$ cat config.mk
export PLATFORM = sky130hd
export DESIGN_NAME = hazard_ctrl
export DESIGN_NICKNAME = d
export VERILOG_FILES = /design/src/rtl/hazard_ctrl.sv
export SDC_FILE = /design/constraint.sdc
export NUM_CORES = 1
export LEC_CHECK = 0
export ABC_CLOCK_PERIOD_IN_PS = 3000
export CAP_MARGIN = 20
export CORE_MARGIN = 2
export CORE_UTILIZATION = 35
export DETAILED_ROUTE_END_ITERATION = 8
export SYNTH_ARGS = -nofsm -noshare
export SYNTH_HDL_FRONTEND = slang
export SYNTH_SLANG_ARGS = --single-unit
export TNS_END_PERCENT = 5
$ cat constraint.sdc
create_clock -name clk -period 3 [get_ports clk]
set_input_delay 0.6 -clock clk [delete_from_list [all_inputs] [get_ports clk]]
set_output_delay 0.6 -clock clk [all_outputs]
set_load 0.005 [all_outputs]
$ cat src/rtl/hazard_ctrl.sv
// Hazard/stall controller for the 5-stage core: combinational forwarding and stall/flush selects,
// a mul/div occupancy FSM in E, memory wait-state tracking in M, and a saturating stall counter.
module hazard_ctrl #(
  parameter int MD_LATENCY  = 4,
  parameter int MEM_TIMEOUT = 64
) (
  input  logic        clk,
  input  logic        reset,
  input  logic [4:0]  rs_d,
  input  logic [4:0]  rt_d,
  input  logic [4:0]  rs_e,
  input  logic [4:0]  rt_e,
  input  logic [4:0]  writereg_e,
  input  logic [4:0]  writereg_m,
  input  logic [4:0]  writereg_w,
  input  logic        regwrite_e,
  input  logic        regwrite_m,
  input  logic        regwrite_w,
  input  logic        memtoreg_e,
  input  logic        memtoreg_m,
  input  logic        memwrite_m,
  input  logic        branch_d,
  input  logic        mdstart_e,
  input  logic        mem_ready,
  output logic        forwarda_d,
  output logic        forwardb_d,
  output logic [1:0]  forwarda_e,
  output logic [1:0]  forwardb_e,
  output logic        stall_f,
  output logic        stall_d,
  output logic        stall_e,
  output logic        stall_m,
  output logic        flush_e,
  output logic        flush_m,
  output logic        flush_w,
  output logic        md_busy,
  output logic        md_done,
  output logic        mem_error,
  output logic [31:0] stall_cycles
);

  typedef enum logic [1:0] {IDLE, BUSY, DONE} md_state_t;

  localparam logic [3:0] MD_LOAD = 4'(MD_LATENCY - 2);
  localparam logic [7:0] W_LAST  = 8'(MEM_TIMEOUT - 1);

  md_state_t  state, state_nxt;
  logic [3:0] cnt, cnt_nxt;
  logic [7:0] wcnt;
  logic       lwstall, branchstall, memstall, mdstall;

  assign lwstall     = memtoreg_e & ((rt_e == rs_d) | (rt_e == rt_d));
  assign branchstall = branch_d &
                       ((regwrite_e & ((writereg_e == rs_d) | (writereg_e == rt_d))) |
                        (memtoreg_m & ((writereg_m == rs_d) | (writereg_m == rt_d))));
  assign memstall    = (memtoreg_m | memwrite_m) & ~mem_ready;
  assign mdstall     = (state == BUSY);
  assign md_busy     = (state == BUSY);
  assign md_done     = (state == DONE);

  // Everything visible to the pipeline is forced quiet while reset is held.
  always_comb begin
    forwarda_e = 2'b00;
    forwardb_e = 2'b00;
    forwarda_d = 1'b0;
    forwardb_d = 1'b0;
    if (reset) begin
      if (regwrite_m && writereg_m != 5'd0 && writereg_m == rs_e)      forwarda_e = 2'b10;
      else if (regwrite_w && writereg_w != 5'd0 && writereg_w == rs_e) forwarda_e = 2'b01;
      if (regwrite_m && writereg_m != 5'd0 && writereg_m == rt_e)      forwardb_e = 2'b10;
      else if (regwrite_w && writereg_w != 5'd0 && writereg_w == rt_e) forwardb_e = 2'b01;
      forwarda_d = regwrite_m && writereg_m != 5'd0 && writereg_m == rs_d;
      forwardb_d = regwrite_m && writereg_m != 5'd0 && writereg_m == rt_d;
    end
  end

  always_comb begin
    stall_f = 1'b0;
    stall_d = 1'b0;
    stall_e = 1'b0;
    stall_m = 1'b0;
    flush_e = 1'b0;
    flush_m = 1'b0;
    flush_w = 1'b0;
    if (reset) begin
      if (memstall) begin
        {stall_f, stall_d, stall_e, stall_m} = 4'b1111;
        flush_w = 1'b1;
      end else if (mdstall) begin
        {stall_f, stall_d, stall_e} = 3'b111;
        flush_m = 1'b1;
      end else if (lwstall || branchstall) begin
        {stall_f, stall_d} = 2'b11;
        flush_e = 1'b1;
      end
    end
  end

  // DONE always returns to IDLE so the same mul/div instruction cannot retrigger.
  always_comb begin
    state_nxt = state;
    cnt_nxt   = cnt;
    case (state)
      IDLE: if (mdstart_e && !memstall) begin
        state_nxt = BUSY;
        cnt_nxt   = MD_LOAD;
      end
      BUSY: if (cnt == 4'd0) state_nxt = DONE;
            else             cnt_nxt   = cnt - 4'd1;
      DONE:    state_nxt = IDLE;
      default: state_nxt = IDLE;
    endcase
  end

  always_ff @(posedge clk or negedge reset) begin
    if (!reset) begin
      state        <= IDLE;
      cnt          <= 4'd0;
      wcnt         <= 8'd0;
      mem_error    <= 1'b0;
      stall_cycles <= 32'd0;
    end else begin
      state <= state_nxt;
      cnt   <= cnt_nxt;
      if (memstall) begin
        if (wcnt != W_LAST) wcnt <= wcnt + 8'd1;
        else                mem_error <= 1'b1;
      end else begin
        wcnt <= 8'd0;
      end
      if (stall_f && stall_cycles != 32'hFFFF_FFFF) stall_cycles <= stall_cycles + 32'd1;
    end
  end

endmodule

==> results of run 1 <==
==> power by group through the flow <==
stage                     logic [W]  registers [W]  clock network [W]
after global placement     0.000710       0.000823                  0
final                      0.000714       0.000814           0.000384
after floorplan            0.000353       0.000818                  0
after CTS                  0.000722       0.000814           0.000399
after detailed placement   0.000717       0.000828                  0
after global routing       0.000795       0.000832           0.000424
==> timing repair <==
action,CTS,global route
buffers inserted,2,0
gates resized for setup,38,13
hold buffers,0,0
pin swaps,5,6
endpoints found under the setup margin,9,5
==> metal layers <==
| metal | up-vias | share of wire | global-route usage |
|---|---|---|---|
| li1 | 1362 | - | - |
| met1 | 1309 | 0.48 | 0.233 |
| met2 | 61 | 0.46 | 0.266 |
| met3 | 9 | 0.040 | 0.0332 |
| met4 | 0 | 0.015 | 0.0498 |
| met5 | - | 0 | 0 |
==> kinds of logic after synthesis <==
group / count (synthesis)
fa+ha+maj: 4
simple gates: 145
xor+xnor: 82
buf+inv: 22
compound gates: 23
flops: 47
mux: 2
==> cells in the mapped netlist <==
cell       number
xnor2_1        60
dfrtp_1        47
nand2_1        26
nor2_1         24
xor2_1         22
nand3_1        21
nand4_1        21
and3_1         12
inv_1          10
nor3_1         10
a21oi_1         8
nor2b_1         8
or4_1           5
and2_1          4
buf_2           4
buf_4           4
ha_1            4
nand2b_1        4
nor4_1          3
o21ai_0         3
a31oi_1         2
and4_1          2
o22ai_1         2
a2111oi_4       1
a21oi_4         1
a41o_1          1
buf_6           1
clkbuf_1        1
clkbuf_2        1
inv_2           1
mux2_2          1
mux2i_1         1
nand4b_1        1
nor3_2          1
nor3b_1         1
nor4b_1         1
o211ai_1        1
o21ai_1         1
o21bai_1        1
o221a_2         1
o31ai_2         1
or2_2           1
==> metrics by stage <==
step	std cells	util	area, um2
3_5_place_dp	543	0.512	4250
2_1_floorplan	325	-	3020
5_1_grt	553	0.530	4400
3_3_place_gp	543	0.512	4250
4_1_cts	553	0.527	4380
6_report	553	0.530	4400
==> final timing paths <==
path | from | to | depth (start not counted)
min | reset | stall_cycles[29] | 2
max in group asynchronous | reset | wcnt[6] | 2
max reg2reg | stall_cycles[6] | stall_cycles[28] | 7
max | rs_d[1] | stall_d | 9
min in group clk | mem_error | mem_error | 1
min reg2reg | mem_error | mem_error | 1
==> final cells by class <==
type                    instances  share of cell area
clock buffers                   5              0.0156
clock inverters                 3             0.00427
inverters                      11             0.00939
multi-input cells             256               0.409
flip-flops and latches         47               0.267
well taps                     105              0.0299
repair buffers                126               0.264
==> flip-flops by register name (all words and copies together), names as in the netlist <==
name / flops
state: 2
cnt: 4
mem_error: 1
stall_cycles: 32
wcnt: 8
==> worst reg2reg max path, stage by stage (launching register included) <==
cell	delay, ns
dfrtp_1	0.45
nand4_1	0.19
nor3_2	0.29
and3_1	0.34
and3_1	0.28
nor3b_1	0.32
nand4_1	0.15
xnor2_1	0.14
==> results.toml, run 1 <==
[grt]
overflow = 0
grtUsageTotal = 0.168
first_global_vias = 2685
grt_max_degree = 50
antenna_found_initial = 0
grt_pass1_wl_mm = 13.1

[cts]
htree_levels = 2
cts_tree = "done"
root_buffer = "clkbuf_8"
clock_sinks = 47
cts_buffers = 5
path_clk_slew_ns = 0.10
clock_latency_ns = 0.30
cts_max_path_buffers = 2

[synth]
synth-simple-area-share = 0.253
ys_ff_latch = 47
synth_mux_area_frac = 0.00705
synth_fa_ha_area_frac = 0.0166
synth_largest_area_cell = "dfrtp_1"
ys_warn_count = 0
synth_top_family_by_area = "simple AND/OR/NAND/NOR gates"
seq_area_frac_synth = 0.390
syn-cell-area_um2 = 3020
avgSynthCellArea_um2 = 9.29
synth_xor_area_frac = 0.238
yosys-top-cells-area = "dfrtp_1 39%, xnor2_1 17%, xor2_1 6.4%, nand4_1 4.4%, nand3_1 3.5%"
synthCells = 325
synth_cell_types = 42
synth_top_area_frac = 0.390
synth-compound-area-share = 0.0588
synth.net_count = 375

[setup_path]
cp-start-kind = "primary input"
path_cells = "dlygate4sd2_1 -> buf_4 -> o221a_2 -> and4_1 -> o31ai_4 -> a21oi_1 -> buf_4 -> buf_4 -> dlygate4sd2_1"
slowest_delay_ns = 0.29
worstPathArrival_ns = 2.35
cp.required_ns = 2.40
crit_type = "primary input to output port"
crit_fanout = 3
path_common_cell = "buf_4"
worst_path_dominant_cell_family = "buffers and inverters"
slowest_stage = "dlygate4sd2_1"
worstPathBufferInverterCount = 5
crit_path_end_kind = "output port"
r2r_setup_slack_ns = 0.72

[placement]
io_buffers = 93
pre_cts_ws_ns = -0.357
hpwlAfterDp_mm = 5.98
gp_congestion = 0.846

[finish]
multiInputGateArea_um2 = 1800
seqCellArea_um2 = 1180
final_common_cell = "clkdlybuf4s50_1"
drive_gt1_frac = 0.141
mostFrequentLayoutCells = "61 x clkdlybuf4s50_1, 59 x xnor2_1, 47 x dfrtp_1"
area_delta_synth_final_pct = 45.7
nFillCells = 761
nNetsFinal = 497
antennaDiodeCount = 0

[timing]
hold_violations = 0
max_freq_ghz = 0.339
rsz0062_at_grt = "true"
finalSetupTns_ns = 0
layout_setup_ws_ns = 0.0468
clock_skew_ns = 0.0123
slew_viol_final = 0
relSlewSlack = 0.585
setup_viol = 0
hold_slack_ns = 0.435
period_needed_ns = 2.95
worstMarginPinSlew_ns = 0.622
period_share = 0.984

[die]
rows = 33
initial_utilization = 0.364
dieArea_um2 = 9380
io_pins = 94
die_x_um = 96.9
fp.dieH_um = 96.9
coreArea_um2 = 8300

[routing]
vias = 2741
viasPerCell = 4.96
routedWlPerCell_um = 14.1
drt_iter0_markers = 83
drt_pre_antenna_iters = 7
ant_nets = 0
wirelength_mm = 7.77
route.detailed.drc = 0

[pwr]
power_switching_w = 0.000648
clkPwrFrac = 0.201
powerDensity_nw_per_um2 = 435
swShare = 0.339
p_leak_nw = 1.87
p_int_w = 0.00126
ir_worst_vdd_mv = 0.179
seqPwrFrac = 0.426
power.total_w = 0.00191
p_comb_frac = 0.373

[job]
cap_violations = 0

[min_path]
hp-class = "primary input to async pin"

[status]
status = "completed"
No activity file was read; power rests on OpenSTA's default activity.
==> run 2, diff against run 1 <==
==> constraint.sdc (replaced) <==
create_clock -name clk -period 3 [get_ports clk]
set_input_delay 0.6 -clock clk [delete_from_list [all_inputs] [get_ports clk]]
set_output_delay 0.6 -clock clk [all_outputs]
set_load 0.1 [all_outputs]
==> run 2 against run 1 <==
  * Setup slack improved by 0.028 ns
  * Critical endpoint is now forwardb_e[0]
  * Critical path type unchanged
  * Highest routed layer unchanged
  * Largest power group is now combinational logic
  * Cell area rose by 3.6%
  * Clock skew fell by 0.0030 ns
==> results.toml, run 2 (synthesis results as in run 1) <==
[routing]
routedWlPerCell_um = 15.1
ant_nets = 0
vias = 2737
drt_pre_antenna_iters = 4
drt_iter0_markers = 70
wirelength_mm = 8.37
viasPerCell = 4.93
route.detailed.drc = 0

[die]
fp.dieH_um = 96.9
dieArea_um2 = 9380
initial_utilization = 0.364
die_x_um = 96.9
rows = 33
io_pins = 94
coreArea_um2 = 8300

[grt]
antenna_found_initial = 0
first_global_vias = 2771
overflow = 0
grtUsageTotal = 0.176
grt_max_degree = 50
grt_pass1_wl_mm = 13.9

[min_path]
min_path_cells = 1
hp-class = "register to register"

[pwr]
seqPwrFrac = 0.320
p_leak_nw = 2.03
power.total_w = 0.00255
p_int_w = 0.00137
ir_worst_vdd_mv = 0.678
powerDensity_nw_per_um2 = 559
swShare = 0.463
power_switching_w = 0.00118
clkPwrFrac = 0.177
p_comb_frac = 0.503

[cts]
clock_latency_ns = 0.29
root_buffer = "clkbuf_8"
htree_levels = 2
cts_tree = "done"
path_clk_slew_ns = 0.08
cts_buffers = 5
cts_max_path_buffers = 2
clock_sinks = 47

[setup_path]
r2r_cells = 8
r2r_setup_slack_ns = 0.82
crit_end = "forwardb_e[0]"
slowest_delay_ns = 0.53
path_cells = "clkdlybuf4s50_1 -> or4_1 -> o211ai_1 -> or4_4 -> nor4_4 -> buf_12"
cp.required_ns = 2.40
cp-start-kind = "primary input"
worstReg2RegEnd = "stall_cycles[1]"
worstPathArrival_ns = 2.33
r2r_start = "stall_cycles[0]"
slowest_stage = "or4_4"
crit_fanout = 2
crit_path_end_kind = "output port"
worstSetupStartpoint = "writereg_w[1]"
crit_type = "primary input to output port"

[finish]
mostFrequentLayoutCells = "67 x buf_4, 59 x xnor2_1, 47 x dfrtp_1"
area_delta_synth_final_pct = 51.0
final_area_um2 = 4560
top_register = "stall_cycles"
multiInputGateArea_um2 = 1840
nNetsFinal = 500
top_regs = "stall_cycles x32, wcnt x8, cnt x4"
largest_register_ff_count = 32
final_common_cell = "buf_4"
antennaDiodeCount = 0
drive_gt1_frac = 0.253
nFillCells = 774
seqCellArea_um2 = 1180

[placement]
pre_cts_ws_ns = -0.183
hpwlAfterDp_mm = 6.33
io_buffers = 93
dpl_cell_area_um2 = 4360
gp_congestion = 0.823

[timing]
setup_viol = 0
relSlewSlack = 0.588
layout_setup_ws_ns = 0.0744
clock_skew_ns = 0.00929
hold_violations = 0
period_share = 0.975
max_freq_ghz = 0.342
slew_viol_final = 0
period_needed_ns = 2.93
finalSetupTns_ns = 0
worstMarginPinSlew_ns = 0.618

[status]
status = "completed"

[job]
cap_violations = 0
-- run 2: changes by cell type in the layout (fill, tap and decap cells not counted), moves of 2 or more --
| cell | delta |
|---|---|
| buf_4 | +36 |
| buf_12 | +13 |
| clkinv_2 | -2 |
| clkdlybuf4s50_1 | -38 |
| buf_6 | +2 |
| clkbuf_2 | -3 |
| dlygate4sd2_1 | -9 |
| nor3_2 | +3 |
| dlymetal6s2s_1 | +2 |
| nor3_1 | -4 |
-- run 2: layout make-up --
type | count | area share
multi-input combinational | 256 | 0.404
timing repair buffer | 129 | 0.278
sequential | 47 | 0.258
tap | 105 | 0.0288
clock buffer | 6 | 0.0159
inverter | 11 | 0.00906
clock inverter | 1 | 0.00659
-- run 2: layer usage --
metal / GRT usage / up-vias / routed length (um)
met3: 0.0361 / 2 / 366
met5: 0 / - / 0
li1: - / 1362 / -
met4: 0.0249 / 0 / 19
met2: 0.294 / 51 / 4100
met1: 0.243 / 1322 / 3880
-- run 2: power by group through the flow --
stage,logic [W],registers [W],clock network [W]
after CTS,0.00128,0.000815,0.000462
after detailed placement,0.00127,0.000825,0
after floorplan,0.000547,0.00115,0
after global placement,0.00126,0.000824,0
after global routing,0.00136,0.000832,0.000487
final,0.00128,0.000816,0.000450
-- run 2: worst min-delay path by stage --
stage / slack [ns] / from / endpoint
2_1_floorplan: 0.30 / reset / cnt[0]
3_3_place_gp: 0.45 / mem_error / mem_error
3_5_place_dp: 0.46 / mem_error / mem_error
4_1_cts: 0.48 / mem_error / mem_error
5_1_grt: 0.51 / mem_error / mem_error
6_report: 0.48 / mem_error / mem_error
-- run 2: repair_timing --
action                     CTS  global route
setup buffers                0             1
pin swaps                    4             4
setup endpoints to repair    7             5
hold buffers                 0             0
resized for setup           21            16
-- run 2: critical path: cells and delay by family --
family,cells,cell delay [ns]
simple gates,3,0.92
compound gates,1,0.11
buf+inv,2,0.69
-- run 2: per-stage QoR --
stage / utilization / std cells / hold slack, ns
floorplan: - / 325 / 0.304
global placement: 0.526 / 547 / 0.453
detailed placement: 0.526 / 547 / 0.457
CTS: 0.541 / 554 / 0.480
global route: 0.549 / 555 / 0.511
finish: 0.549 / 555 / 0.481
==> run 3, diff against run 2 <==
--- a/config.mk
+++ b/config.mk
@@ -9,8 +9,9 @@
 export CAP_MARGIN = 20
 export CORE_MARGIN = 2
 export CORE_UTILIZATION = 35
+export CTS_BUF_LIST = sky130_fd_sc_hd__clkbuf_4
 export DETAILED_ROUTE_END_ITERATION = 8
 export SYNTH_ARGS = -nofsm -noshare
 export SYNTH_HDL_FRONTEND = slang
 export SYNTH_SLANG_ARGS = --single-unit
-export TNS_END_PERCENT = 5
+export TNS_END_PERCENT = 50
==> run 3 against run 2 <==
  * Via count rose by 1.9%
  * Hold slack got worse by 0.053 ns
  * Non-clock buffer count rose by 3
  * Die area did not move
  * Combinational power barely moved
  * Global-route usage rose by 0.42 points
  * Total power fell by 5.2%
  * First-iteration DRC count rose by 16%
==> results.toml, run 3 (synthesis results as in run 1) <==
[status]
status = "completed"

[die]
dieArea_um2 = 9380
initial_utilization = 0.364
coreArea_um2 = 8300
rows = 33
die_x_um = 96.9
fp.dieH_um = 96.9
io_pins = 94

[finish]
final_cells = 559
top_regs = "stall_cycles x32, wcnt x8, cnt x4"
final_common_cell = "buf_4"
largest_register_ff_count = 32
top_register = "stall_cycles"
final_core_util = 0.553
mostFrequentLayoutCells = "70 x buf_4, 58 x xnor2_1, 47 x dfrtp_1"
nNetsFinal = 503
antennaDiodeCount = 0
final_area_um2 = 4590
drive_gt1_frac = 0.278
area_delta_synth_final_pct = 52.1

[grt]
grtUsageTotal = 0.181
grt_pass1_wl_mm = 14.1
overflow = 0
grt_max_degree = 50
first_global_vias = 2785
antenna_found_initial = 0

[cts]
clock_sinks = 47
cts_hold_buf = 0
cts_tree = "done"
root_buffer = "clkbuf_4"
cts_buffers = 5
path_clk_slew_ns = 0.15
cts_max_path_buffers = 2
clock_latency_ns = 0.36
htree_levels = 2

[pwr]
swShare = 0.494
power_switching_w = 0.00119
clkPwrFrac = 0.126
seqPwrFrac = 0.338
ir_worst_vdd_mv = 0.879
p_int_w = 0.00122
p_comb_frac = 0.537
p_leak_nw = 2.06
powerDensity_nw_per_um2 = 525

[timing]
finalSetupTns_ns = 0
relSlewSlack = 0.588
slew_viol_final = 0
worstMarginPinSlew_ns = 0.618
hold_violations = 0
max_freq_ghz = 0.340
setup_viol = 0
clock_skew_ns = 0.0209
period_needed_ns = 2.94
period_share = 0.981

[placement]
io_buffers = 93
gp_congestion = 0.862
dp.cells = 549
hpwlAfterDp_mm = 6.56
dpl_cell_area_um2 = 4400

[setup_path]
path_cells = "clkdlybuf4s50_1 -> xor2_1 -> nor3_2 -> and3_1 -> o31ai_4 -> nor2b_4 -> nor3_4 -> buf_12"
slowest_delay_ns = 0.50
crit_type = "primary input to output port"
slowest_stage = "clkdlybuf4s50_1"
worstPathArrival_ns = 2.34
crit_fanout = 3
r2r_cells = 8
worstReg2RegEnd = "stall_cycles[28]"
r2r_start = "stall_cycles[0]"
cp.required_ns = 2.40
cp-start-kind = "primary input"
r2r_setup_slack_ns = 0.78
crit_end = "flush_e"
worstSetupStartpoint = "rt_d[1]"
crit_path_end_kind = "output port"

[routing]
drt_pre_antenna_iters = 4
route.detailed.drc = 0
wirelength_mm = 8.62
ant_nets = 0
drt_iter0_markers = 81
vias = 2790
viasPerCell = 4.99
routedWlPerCell_um = 15.4

[min_path]
hp-class = "primary input to async pin"

[job]
cap_violations = 0
==> run 3: changes by cell type in the layout (fill, tap and decap cells not counted), sizes merged <==
cell / change
buf: +3
bufinv: -1
clkbuf: -1
clkdlybuf4s15: +1
clkdlybuf4s50: +1
clkinv: +2
dlygate4sd2: -5
dlymetal6s2s: +3
inv: +1
==> run 3: metal layers <==
metal  up-vias  wire [um]  global-route usage
met5         -          0                   0
met4         0        113              0.0336
met3        10        466              0.0376
met2        75       4100               0.287
met1      1326       3940               0.256
li1       1379          -                   -
==> run 3: cell type report <==
type	instances	area, um2
Fill cell	755	3710
Multi-Input combinational cell	256	1880
Timing Repair Buffer	132	1300
Sequential cell	47	1180
Tap cell	105	131
Inverter	11	41.3
Clock buffer	5	37.5
Clock inverter	3	18.8
==> run 3: critical path: cells and delay by family <==
family | cells | cell delay [ns]
AO/OA/AOI/OAI | 1 | 0.27
XOR/XNOR | 1 | 0.22
buffers and inverters | 2 | 0.68
AND/OR/NAND/NOR | 4 | 0.57
==> run 3: what timing repair did <==
item                                    in CTS  in global routing
resized for setup                           21                 22
pin swaps                                    5                 10
setup buffers                                0                  2
endpoints found under the setup margin       6                  6
==> run 3: how the worst min path moves through the flow <==
stage | startpoint | endpoint | slack (ns) | depth (start not counted)
floorplan | reset | cnt[0] | 0.30 | 0
global placement | mem_error | mem_error | 0.45 | 1
detailed placement | mem_error | mem_error | 0.46 | 1
CTS | reset | stall_cycles[2] | 0.44 | 2
global route | reset | stall_cycles[15] | 0.49 | 2
finish | reset | stall_cycles[2] | 0.43 | 2
==> run 3: power by group through the flow <==
| stage | clock network (W) | registers [W] | logic [W] |
|---|---|---|---|
| final | 0.000303 | 0.000814 | 0.00130 |
| after global routing | 0.000345 | 0.000832 | 0.00137 |
| after CTS | 0.000319 | 0.000816 | 0.00129 |
| after detailed placement | 0 | 0.000827 | 0.00128 |
| after global placement | 0 | 0.000824 | 0.00127 |
| after floorplan | 0 | 0.00115 | 0.000560 |
==> run 3: metrics by stage <==
step / hold WS (ns) / setup slack [ns] / power [W]
6_report: 0.428 / 0.0578 / 0.00241
5_1_grt: 0.490 / -0.0120 / 0.00255
4_1_cts: 0.439 / -0.0450 / 0.00243
3_5_place_dp: 0.455 / -0.173 / 0.00211
3_3_place_gp: 0.451 / -0.151 / 0.00209
2_1_floorplan: 0.304 / -0.450 / 0.00171
